`src/rtl/spi_seq_pkg.sv`:
```
// Shared types and width constants for the SPI byte sequencer.
package spi_seq_pkg;

    localparam int unsigned SPI_BYTE_W    = 8;
    localparam int unsigned GAP_CNT_W     = 8;
    localparam int unsigned TIMEOUT_CNT_W = 10;
    localparam int unsigned BYTE_CNT_W    = 3;

    typedef enum logic [2:0] {
        IDLE,
        ISSUE,
        WAIT_DONE,
        GAP,
        DONE
    } seq_state_t;

endpackage

```
`src/rtl/spi_done_edge_detect.sv`:
```
// Rising-edge detector on the OR of the master's done/valid levels.
module spi_done_edge_detect (
    input  logic clk,
    input  logic reset,
    input  logic done_i,
    input  logic valid_i,
    output logic rise_c_o
);

    logic level_d;
    logic prev_q;

    assign level_d = done_i | valid_i;

    always_ff @(posedge clk) begin
        if (reset) begin
            prev_q <= 1'b0;
        end else begin
            prev_q <= level_d;
        end
    end

    assign rise_c_o = level_d & ~prev_q;

endmodule

```
`src/rtl/spi_byte_sequencer.sv`:
```
// Splits a word into MSB-first SPI byte frames and optionally reassembles the MISO bytes.
// Optional frame-completion timeout is enabled by defining SPI_SEQ_TIMEOUT_EN.
module spi_byte_sequencer
    import spi_seq_pkg::*;
#(
    parameter int unsigned NUM_BYTES  = 2,
    parameter int unsigned GAP_CYCLES = 64
`ifdef SPI_SEQ_TIMEOUT_EN
    ,
    parameter int unsigned TIMEOUT_CYCLES = 1023
`endif
) (
    input  logic                              clk,
    input  logic                              reset,
    input  logic                              word_valid,
    output logic                              word_ready,
    input  logic [SPI_BYTE_W*NUM_BYTES-1:0]   word_data,
    input  logic                              word_rx_en,
    output logic                              spi_tx_start,
    output logic                              spi_rx_start,
    output logic [SPI_BYTE_W-1:0]             spi_tx_data,
    input  logic                              spi_tx_done,
    input  logic                              spi_rx_valid,
    input  logic [SPI_BYTE_W-1:0]             spi_rx_data,
    output logic [SPI_BYTE_W*NUM_BYTES-1:0]   rx_word,
    output logic                              rx_word_valid,
    output logic                              busy,
    output logic                              timeout_err
);

    localparam int unsigned W = SPI_BYTE_W * NUM_BYTES;

    seq_state_t                state_q, state_d;
    logic [W-1:0]              shift_q, shift_d;
    logic [W-1:0]              rx_acc_q, rx_acc_d;
    logic                      rx_en_q, rx_en_d;
    logic [BYTE_CNT_W-1:0]     byte_cnt_q, byte_cnt_d;
    logic [GAP_CNT_W-1:0]      gap_cnt_q, gap_cnt_d;

    logic                      word_ready_q, word_ready_d;
    logic                      busy_q, busy_d;
    logic                      tx_start_q, tx_start_d;
    logic                      rx_start_q, rx_start_d;
    logic [SPI_BYTE_W-1:0]     tx_data_q, tx_data_d;
    logic [W-1:0]              rx_word_q, rx_word_d;
    logic                      rx_word_valid_q, rx_word_valid_d;

`ifdef SPI_SEQ_TIMEOUT_EN
    logic [TIMEOUT_CNT_W-1:0]  to_cnt_q, to_cnt_d;
    logic                      timeout_err_q, timeout_err_d;
`endif

    logic                      done_rise_c;

    spi_done_edge_detect u_done_edge (
        .clk      (clk),
        .reset    (reset),
        .done_i   (spi_tx_done),
        .valid_i  (spi_rx_valid),
        .rise_c_o (done_rise_c)
    );

    always_ff @(posedge clk) begin
        if (reset) begin
            state_q         <= IDLE;
            shift_q         <= '0;
            rx_acc_q        <= '0;
            rx_en_q         <= 1'b0;
            byte_cnt_q      <= '0;
            gap_cnt_q       <= '0;
            word_ready_q    <= 1'b1;
            busy_q          <= 1'b0;
            tx_start_q      <= 1'b0;
            rx_start_q      <= 1'b0;
            tx_data_q       <= '0;
            rx_word_q       <= '0;
            rx_word_valid_q <= 1'b0;
`ifdef SPI_SEQ_TIMEOUT_EN
            to_cnt_q        <= '0;
            timeout_err_q   <= 1'b0;
`endif
        end else begin
            state_q         <= state_d;
            shift_q         <= shift_d;
            rx_acc_q        <= rx_acc_d;
            rx_en_q         <= rx_en_d;
            byte_cnt_q      <= byte_cnt_d;
            gap_cnt_q       <= gap_cnt_d;
            word_ready_q    <= word_ready_d;
            busy_q          <= busy_d;
            tx_start_q      <= tx_start_d;
            rx_start_q      <= rx_start_d;
            tx_data_q       <= tx_data_d;
            rx_word_q       <= rx_word_d;
            rx_word_valid_q <= rx_word_valid_d;
`ifdef SPI_SEQ_TIMEOUT_EN
            to_cnt_q        <= to_cnt_d;
            timeout_err_q   <= timeout_err_d;
`endif
        end
    end

    // Next-state logic; outputs are derived from the next state so they register in step with it.
    always_comb begin
        state_d    = state_q;
        shift_d    = shift_q;
        rx_acc_d   = rx_acc_q;
        rx_en_d    = rx_en_q;
        byte_cnt_d = byte_cnt_q;
        gap_cnt_d  = gap_cnt_q;
`ifdef SPI_SEQ_TIMEOUT_EN
        to_cnt_d      = to_cnt_q;
        timeout_err_d = 1'b0;
`endif

        case (state_q)
            IDLE: begin
                if (word_valid && word_ready_q) begin
                    shift_d    = word_data;
                    rx_en_d    = word_rx_en;
                    byte_cnt_d = '0;
                    rx_acc_d   = '0;
                    state_d    = ISSUE;
                end
            end
            ISSUE: begin
`ifdef SPI_SEQ_TIMEOUT_EN
                // Counts clocks since the start pulse.
                to_cnt_d = TIMEOUT_CNT_W'(1);
`endif
                state_d = WAIT_DONE;
            end
            WAIT_DONE: begin
                if (done_rise_c) begin
                    if (rx_en_q) begin
                        rx_acc_d = W'({rx_acc_q, spi_rx_data});
                    end
                    shift_d    = shift_q << SPI_BYTE_W;
                    byte_cnt_d = byte_cnt_q + BYTE_CNT_W'(1);
                    gap_cnt_d  = '0;
                    state_d    = GAP;
                end
`ifdef SPI_SEQ_TIMEOUT_EN
                else if (to_cnt_q == TIMEOUT_CNT_W'(TIMEOUT_CYCLES - 1)) begin
                    timeout_err_d = 1'b1;
                    state_d       = IDLE;
                end else begin
                    to_cnt_d = to_cnt_q + TIMEOUT_CNT_W'(1);
                end
`endif
            end
            GAP: begin
                if (gap_cnt_q == GAP_CNT_W'(GAP_CYCLES - 1)) begin
                    state_d = (byte_cnt_q == BYTE_CNT_W'(NUM_BYTES)) ? DONE : ISSUE;
                end else begin
                    gap_cnt_d = gap_cnt_q + GAP_CNT_W'(1);
                end
            end
            DONE: begin
                state_d = IDLE;
            end
            default: begin
                state_d = IDLE;
            end
        endcase

        word_ready_d    = (state_d == IDLE);
        busy_d          = (state_d != IDLE);
        tx_start_d      = (state_d == ISSUE);
        rx_start_d      = (state_d == ISSUE) && rx_en_d;
        tx_data_d       = (state_d == ISSUE) ? shift_d[W-1 -: SPI_BYTE_W] : tx_data_q;
        rx_word_valid_d = (state_d == DONE) && rx_en_d;
        rx_word_d       = rx_word_valid_d ? rx_acc_d : rx_word_q;
    end

    assign word_ready    = word_ready_q;
    assign busy          = busy_q;
    assign spi_tx_start  = tx_start_q;
    assign spi_rx_start  = rx_start_q;
    assign spi_tx_data   = tx_data_q;
    assign rx_word       = rx_word_q;
    assign rx_word_valid = rx_word_valid_q;
`ifdef SPI_SEQ_TIMEOUT_EN
    assign timeout_err   = timeout_err_q;
`else
    assign timeout_err   = 1'b0;
`endif

endmodule
```
`config.mk`:
```
export PLATFORM = sky130hd
export DESIGN_NAME = spi_byte_sequencer
export DESIGN_NICKNAME = d
export VERILOG_FILES = /design/src/rtl/spi_seq_pkg.sv /design/src/rtl/spi_done_edge_detect.sv /design/src/rtl/spi_byte_sequencer.sv
export SDC_FILE = /design/constraint.sdc
export NUM_CORES = 1
export LEC_CHECK = 0
export BUFFER_PORTS_ARGS = -buffer_cell sky130_fd_sc_hd__buf_4
export CORE_ASPECT_RATIO = 0.5
export CORE_UTILIZATION = 54
export DETAILED_ROUTE_END_ITERATION = 8
export PLACE_DENSITY = 0.86
export SLEW_MARGIN = 5
export SYNTH_ARGS = -nofsm -noshare
export SYNTH_HDL_FRONTEND = slang
export SYNTH_HIERARCHICAL = 1
export SYNTH_SLANG_ARGS = --single-unit
```
`constraint.sdc`:
```
create_clock -name clk -period 2.6 [get_ports clk]
set_input_delay 0.13 -clock clk [delete_from_list [all_inputs] [get_ports clk]]
set_output_delay 0.13 -clock clk [all_outputs]
set_load 0.02 [all_outputs]
```
==> flow_summary.yaml, run 1 <==
power:
  p_switching_uw: 677.9
  intPower_uw: 2357
  p_clk_share_pct: 47.2
  p_seq_share_pct: 41.7
  netSwitchingFraction_pct: 22.34
  irDropWorstVdd_mv: 0.4726
  combPwrFrac_pct: 11.1
  p_leak_uw: 0.001513
  powerDensity_nw_per_um2: 781.9
sta:
  max_slew.worst_pin.slew_ps: 746.3
  period_needed_ps: 2111
  finalCritPeriodShare_pct: 81.21
  slew_headroom_pct: 50.25
  slew_violations: 0
  finalSetupViolCount: 0
  fin_tns_setup_ps: 0
  max_freq_ghz: 0.4736
  rsz0062_at_grt: "no"
  skew_ps: 7.281
  finalHoldViolations: 0
clock_tree:
  clockBufferDepth: 2
  cts_setup_buffers: 0
  numClockSinks: 77
  cts_buffers: 9
  clock_latency_ps: 330
  clk_pin_slew_ps: 60
  cts_root_buf: "clkbuf_16"
  cts_resized: 0
  cts_tree: "done"
  htreeDepth: 3
  holdBufCountCts: 0
global_routing:
  grt_pass1_vias: 2294
  grt_pass1_wl_um: 10740
  antenna_found_initial: 0
  grt_start_max_net_pins: 70
  grt-ovfl-total: 0
  grtUsageTotal_pct: 23.22
placed_design:
  port_buffers: 58
  place_area_sq_um: 3533
  dp.cells: 417
  place_hpwl_um: 4065
  place_congestion: 0.8074
logic_synthesis:
  synth_nets: 339
  netlist_instances: 306
  synth_edf_count: 0
  syn_avg_cell_area_sq_um: 10.05
  ys_warn_count: 6
  synth-seq-area-share_pct: 50.14
  async_flop_share_pct: 0
  synthFlopType: "dfxtp_1"
  synth_area_sq_um: 3074
  ys_ff_latch: 77
  yosysUniqueCellTypes: 43
floorplan:
  die_w_um: 108.7
  io_pins: 60
  start_util_pct: 59.09
  die_area_sq_um: 6017
  coreArea_sq_um: 5202
  die-height_um: 55.35
  num_rows: 18
layout:
  fillCellCount: 332
  fin_nets: 391
  drive_gt1_share_pct: 33.43
  post-route-util_pct: 74.60
  mostFrequentLayoutCell: "dfxtp_1"
  antenna_cells: 0
  final_cell_mix: "77 x dfxtp_1, 62 x buf_4, 51 x nor2_1"
  area_growth_pct: 26.25
  stdcell_area_sq_um: 3881
  instances_no_fill: 432
critical_path:
  worst_setup_path_start_kind: "flip-flop"
  cp_data_required_time_ps: 2840
  path_max_fanout: 32
  worstSetupEndpointType: "flip-flop"
  arrival_ps: 2350
  path_class: "reg2reg"
detailed_routing:
  vias_per_cell: 5.630
  drtAntennaViolNets: 0
  drc: 0
  wl_per_cell_um: 15.06
  routed_wl_um: 6507
  drtPass1Iterations: 5
  num_vias: 2432
  first_iter_violations: 149
status:
  status: "finished, final reports clean"
flow_run:
  cap_violations: 0
min_path:
  hold_path.class: "in2reg"
[sequential cells by signal, summed over array words and instances, names as in the netlist, 3 cells and up]
name and cells:
rx_acc_q 16, rx_word 16, shift_q 16, gap_cnt_q 8, spi_tx_data 8, byte_cnt_q 3, state_q 3
[metrics by stage]
| stage | hold WS [ps] | total power [uW] | setup slack, ps |
|---|---|---|---|
| floorplan | 206.7 | 1506 | 698.9 |
| global placement | 347.6 | 1605 | 627.1 |
| detailed placement | 357.0 | 1617 | 546.2 |
| CTS | 19.40 | 3046 | 501.9 |
| global route | 17.51 | 3130 | 322.0 |
| finish | 24.84 | 3035 | 488.6 |
[path summary, 6_finish.rpt]
kind,from,slack [ps],to,cells past startpoint
worst max-delay path,gap_cnt_q[0],490,rx_word[12],7
worst min-delay path,spi_tx_done,20,u_done_edge/prev_q,2
worst max register to register,gap_cnt_q[0],490,rx_word[12],7
worst min register to register,byte_cnt_q[0],490,byte_cnt_q[0],2
[cell type report]
class / count / area (sq um) / area share [%]
Multi-Input combinational cell: 204 / 1408 / 36.27
Clock buffer: 11 / 252.7 / 6.512
Sequential cell: 77 / 1541 / 39.72
Timing Repair Buffer: 63 / 485.5 / 12.51
Inverter: 3 / 11.26 / 0.2901
Tap cell: 70 / 87.58 / 2.257
Clock inverter: 4 / 95.09 / 2.450
[synthesized netlist by cell type, types with 3 or more instances]
| cell | number | share of area (%) |
|---|---|---|
| a211oi_1 | 3 | 0.73 |
| xnor2_1 | 6 | 1.7 |
| nand3_1 | 3 | 0.49 |
| nor2_1 | 51 | 6.2 |
| ha_1 | 3 | 1.2 |
| nand2_1 | 10 | 1.2 |
| mux2_2 | 8 | 2.9 |
| nor2_2 | 11 | 2.2 |
| a211oi_2 | 14 | 5.7 |
| buf_2 | 10 | 1.6 |
| clkbuf_1 | 7 | 0.85 |
| and2_1 | 5 | 1.0 |
| nor3_1 | 5 | 0.81 |
| a22o_1 | 8 | 2.3 |
| inv_1 | 3 | 0.37 |
| dfxtp_1 | 77 | 50 |
| a21oi_1 | 7 | 1.1 |
| nor2b_1 | 10 | 2.0 |
| a22oi_1 | 32 | 7.8 |
[critical path, cell delays in order, from the launching register on]
cell and delay [ps]:
dfxtp_1 390, ha_1 200, nand3_2 140, or4_4 610
a21oi_4 160, buf_12 230, nor2_1 60, a211oi_1 220
[per-layer routing]
| layer | GRT usage, % | part of all wire [%] | vias to the layer above |
|---|---|---|---|
| met5 | 0 | 0 | - |
| met4 | 7.143 | 1.0 | 0 |
| met3 | 8.028 | 5.4 | 11 |
| met2 | 38.16 | 50 | 60 |
| met1 | 28.64 | 44 | 1177 |
| li1 | - | - | 1184 |
[power by group through the flow]
stage | clock network, uW | logic [uW] | registers (uW)
final | 1430 | 337 | 1260
after global placement | 0 | 321 | 1280
after detailed placement | 0 | 330 | 1290
after global routing | 1500 | 363 | 1270
after floorplan | 0 | 209 | 1300
after CTS | 1450 | 335 | 1260
[cells by family after synthesis]
logic type               after synthesis  synth area share [%]
multiplexers                           8                 2.931
AND/OR/NAND/NOR                      110                 18.93
flip-flops                            77                 50.14
other                                  1                0.1220
adder cells (fa/ha/maj)                3                 1.221
buffers and inverters                 25                 4.070
AO/OA/AOI/OAI                         76                 20.88
XOR/XNOR                               6                 1.709
Note: power is estimated with default switching activity, not from simulation.
==> run 2, diff against run 1 <==
==> constraint.sdc (replaced) <==
create_clock -name clk -period 2.1 [get_ports clk]
set_input_delay 0.105 -clock clk [delete_from_list [all_inputs] [get_ports clk]]
set_output_delay 0.105 -clock clk [all_outputs]
set_load 0.02 [all_outputs]
==> run 2 against run 1 <==
Against the previous run: combinational power grew 27%; first-iteration DRC count down 5.4%; critical path depth increased by 1; cell count increased by 1.9%; via count grew 0.86%; sequential cell count is the same; clock-buffer cell count down 1; fmax up 6.1%; sequential power rose by 24%; worst setup slack got worse by 380 ps.
==> flow_summary.yaml, run 2 (synthesized netlist as in run 1, its figures left out) <==
floorplan:
  die-height_um: 55.35
  io_pins: 60
  num_rows: 18
  die_area_sq_um: 6017
  start_util_pct: 59.09
  coreArea_sq_um: 5202
  die_w_um: 108.7
min_path:
  whs_path_depth: 2
  hold_path.class: "in2reg"
  hold_end: "u_done_edge/prev_q"
  min-delay-start: "spi_rx_valid"
detailed_routing:
  vias_per_cell: 5.575
  routed_wl_um: 6748
  first_iter_violations: 141
  drc: 0
  drtAntennaViolNets: 0
  num_vias: 2453
  wl_per_cell_um: 15.34
  drtPass1Iterations: 4
layout:
  fillCellCount: 318
  instances_no_fill: 440
  area_growth_pct: 29.43
  multi_input_area_sq_um: 1418
  mostFrequentLayoutCell: "dfxtp_1"
  final_cell_mix: "75 x dfxtp_1, 66 x buf_4, 51 x nor2_1"
  drive_gt1_share_pct: 35.14
  seqCellArea_sq_um: 1544
  antenna_cells: 0
  fin_nets: 398
sta:
  max_freq_ghz: 0.5023
  finalHoldViolations: 0
  finalSetupViolCount: 0
  slew_violations: 0
  fin_tns_setup_ps: 0
  max_slew.worst_pin.slew_ps: 511.4
  slew_headroom_pct: 65.61
  period_needed_ps: 1991
  skew_ps: 8.075
  rsz0062_at_grt: "no"
  finalCritPeriodShare_pct: 94.80
flow_run:
  cap_violations: 0
clock_tree:
  cts_tree: "done"
  numClockSinks: 77
  clock_latency_ps: 330
  clk_pin_slew_ps: 60
  clockBufferDepth: 2
  htreeDepth: 3
  cts_root_buf: "clkbuf_16"
  cts_buffers: 9
global_routing:
  grtUsageTotal_pct: 23.71
  grt_pass1_vias: 2519
  grt_pass1_wl_um: 11130
  grt-ovfl-total: 0
  grt_start_max_net_pins: 39
  antenna_found_initial: 0
critical_path:
  regToRegStartpoint: "byte_cnt_q[0]"
  cp_slowest_cell: "or4_4"
  worstSetupEndpointType: "flip-flop"
  path_max_fanout: 16
  r2r_end: "rx_word[13]"
  rr_worst_depth: 8
  cp_data_required_time_ps: 2300
  critical_path.top_delay_family: "simple AND/OR/NAND/NOR gates"
  critPathMaxStageDelay_ps: 580
  worst_setup_path_start_kind: "flip-flop"
  arrival_ps: 2190
  path_class: "reg2reg"
  worst-path-buf-inv: 3
  reg2reg_setup_slack_ps: 110
  critical_path.cell_chain: "inv_1, ha_1, nand2b_1, or4_4, a21oi_4, buf_4, buf_16, a211oi_1"
status:
  status: "finished, final reports clean"
power:
  powerDensity_nw_per_um2: 938.4
  irDropWorstVdd_mv: 0.6849
  p_leak_uw: 0.001549
  power.total_uw: 3734
placed_design:
  place_congestion: 0.7750
  port_buffers: 58
  place_hpwl_um: 4345
  dp.cells: 420
## run 2: changes by cell type in the layout (fill, tap and decap cells not counted), sizes merged
cell,delta
buf,+5
dlygate4sd3,+1
clkinv,+1
clkinvlp,+1
## run 2: worst max path at each step
stage,from,endpoint,slack (ps),cells past startpoint
after floorplan,gap_cnt_q[0],rx_word[10],200,6
after global placement,gap_cnt_q[0],rx_word[13],120,7
after detailed placement,gap_cnt_q[0],rx_word[10],20,7
after CTS,gap_cnt_q[0],rx_word[13],20,6
after global routing,spi_tx_done,rx_word[10],20,8
final,byte_cnt_q[0],rx_word[13],110,8
## run 2: layout make-up
class | instances | share of cell area (%)
Clock buffer | 10 | 5.755
Sequential cell | 77 | 38.80
Timing Repair Buffer | 70 | 14.53
Tap cell | 70 | 2.201
Inverter | 3 | 0.2830
Clock inverter | 6 | 2.799
Multi-Input combinational cell | 204 | 35.63
## run 2: per-layer routing
metal	GRT usage [%]	vias to the layer above	routed length, um	share of wire (%)
met5	0	-	0	0
met2	41.14	60	3355	50
met3	7.438	9	322	4.8
li1	-	1204	-	-
met1	27.60	1180	2982	44
met4	8.108	0	87	1.3
## run 2: timing repair
item                                    CTS  global route
cloned                                    1             1
gates resized for setup                   0             5
pin swaps                                 0             1
endpoints found under the setup margin    1            24
buffers inserted                          0             1
endpoints found under the hold margin     1             0
hold buffers                              1             0
## run 2: metrics by stage
stage | cell area [sq um] | hold slack [ps] | setup slack [ps] | util (%)
floorplan | 3074 | 181.7 | 198.9 | -
global route | 3979 | 7.831 | 22.45 | 76.48
finish | 3979 | 11.03 | 109.3 | 76.48
detailed placement | 3556 | 334.4 | 23.65 | 68.35
global placement | 3556 | 321.8 | 124.9 | 68.35
CTS | 3939 | 6.194 | 21.86 | 75.71
## run 2: report_power, final
part | switching (uW) | internal (uW) | total, uW
clock network | 582 | 1160 | 1740
logic | 244 | 184 | 428
registers | 37.6 | 1530 | 1560
total | 864 | 2870 | 3730
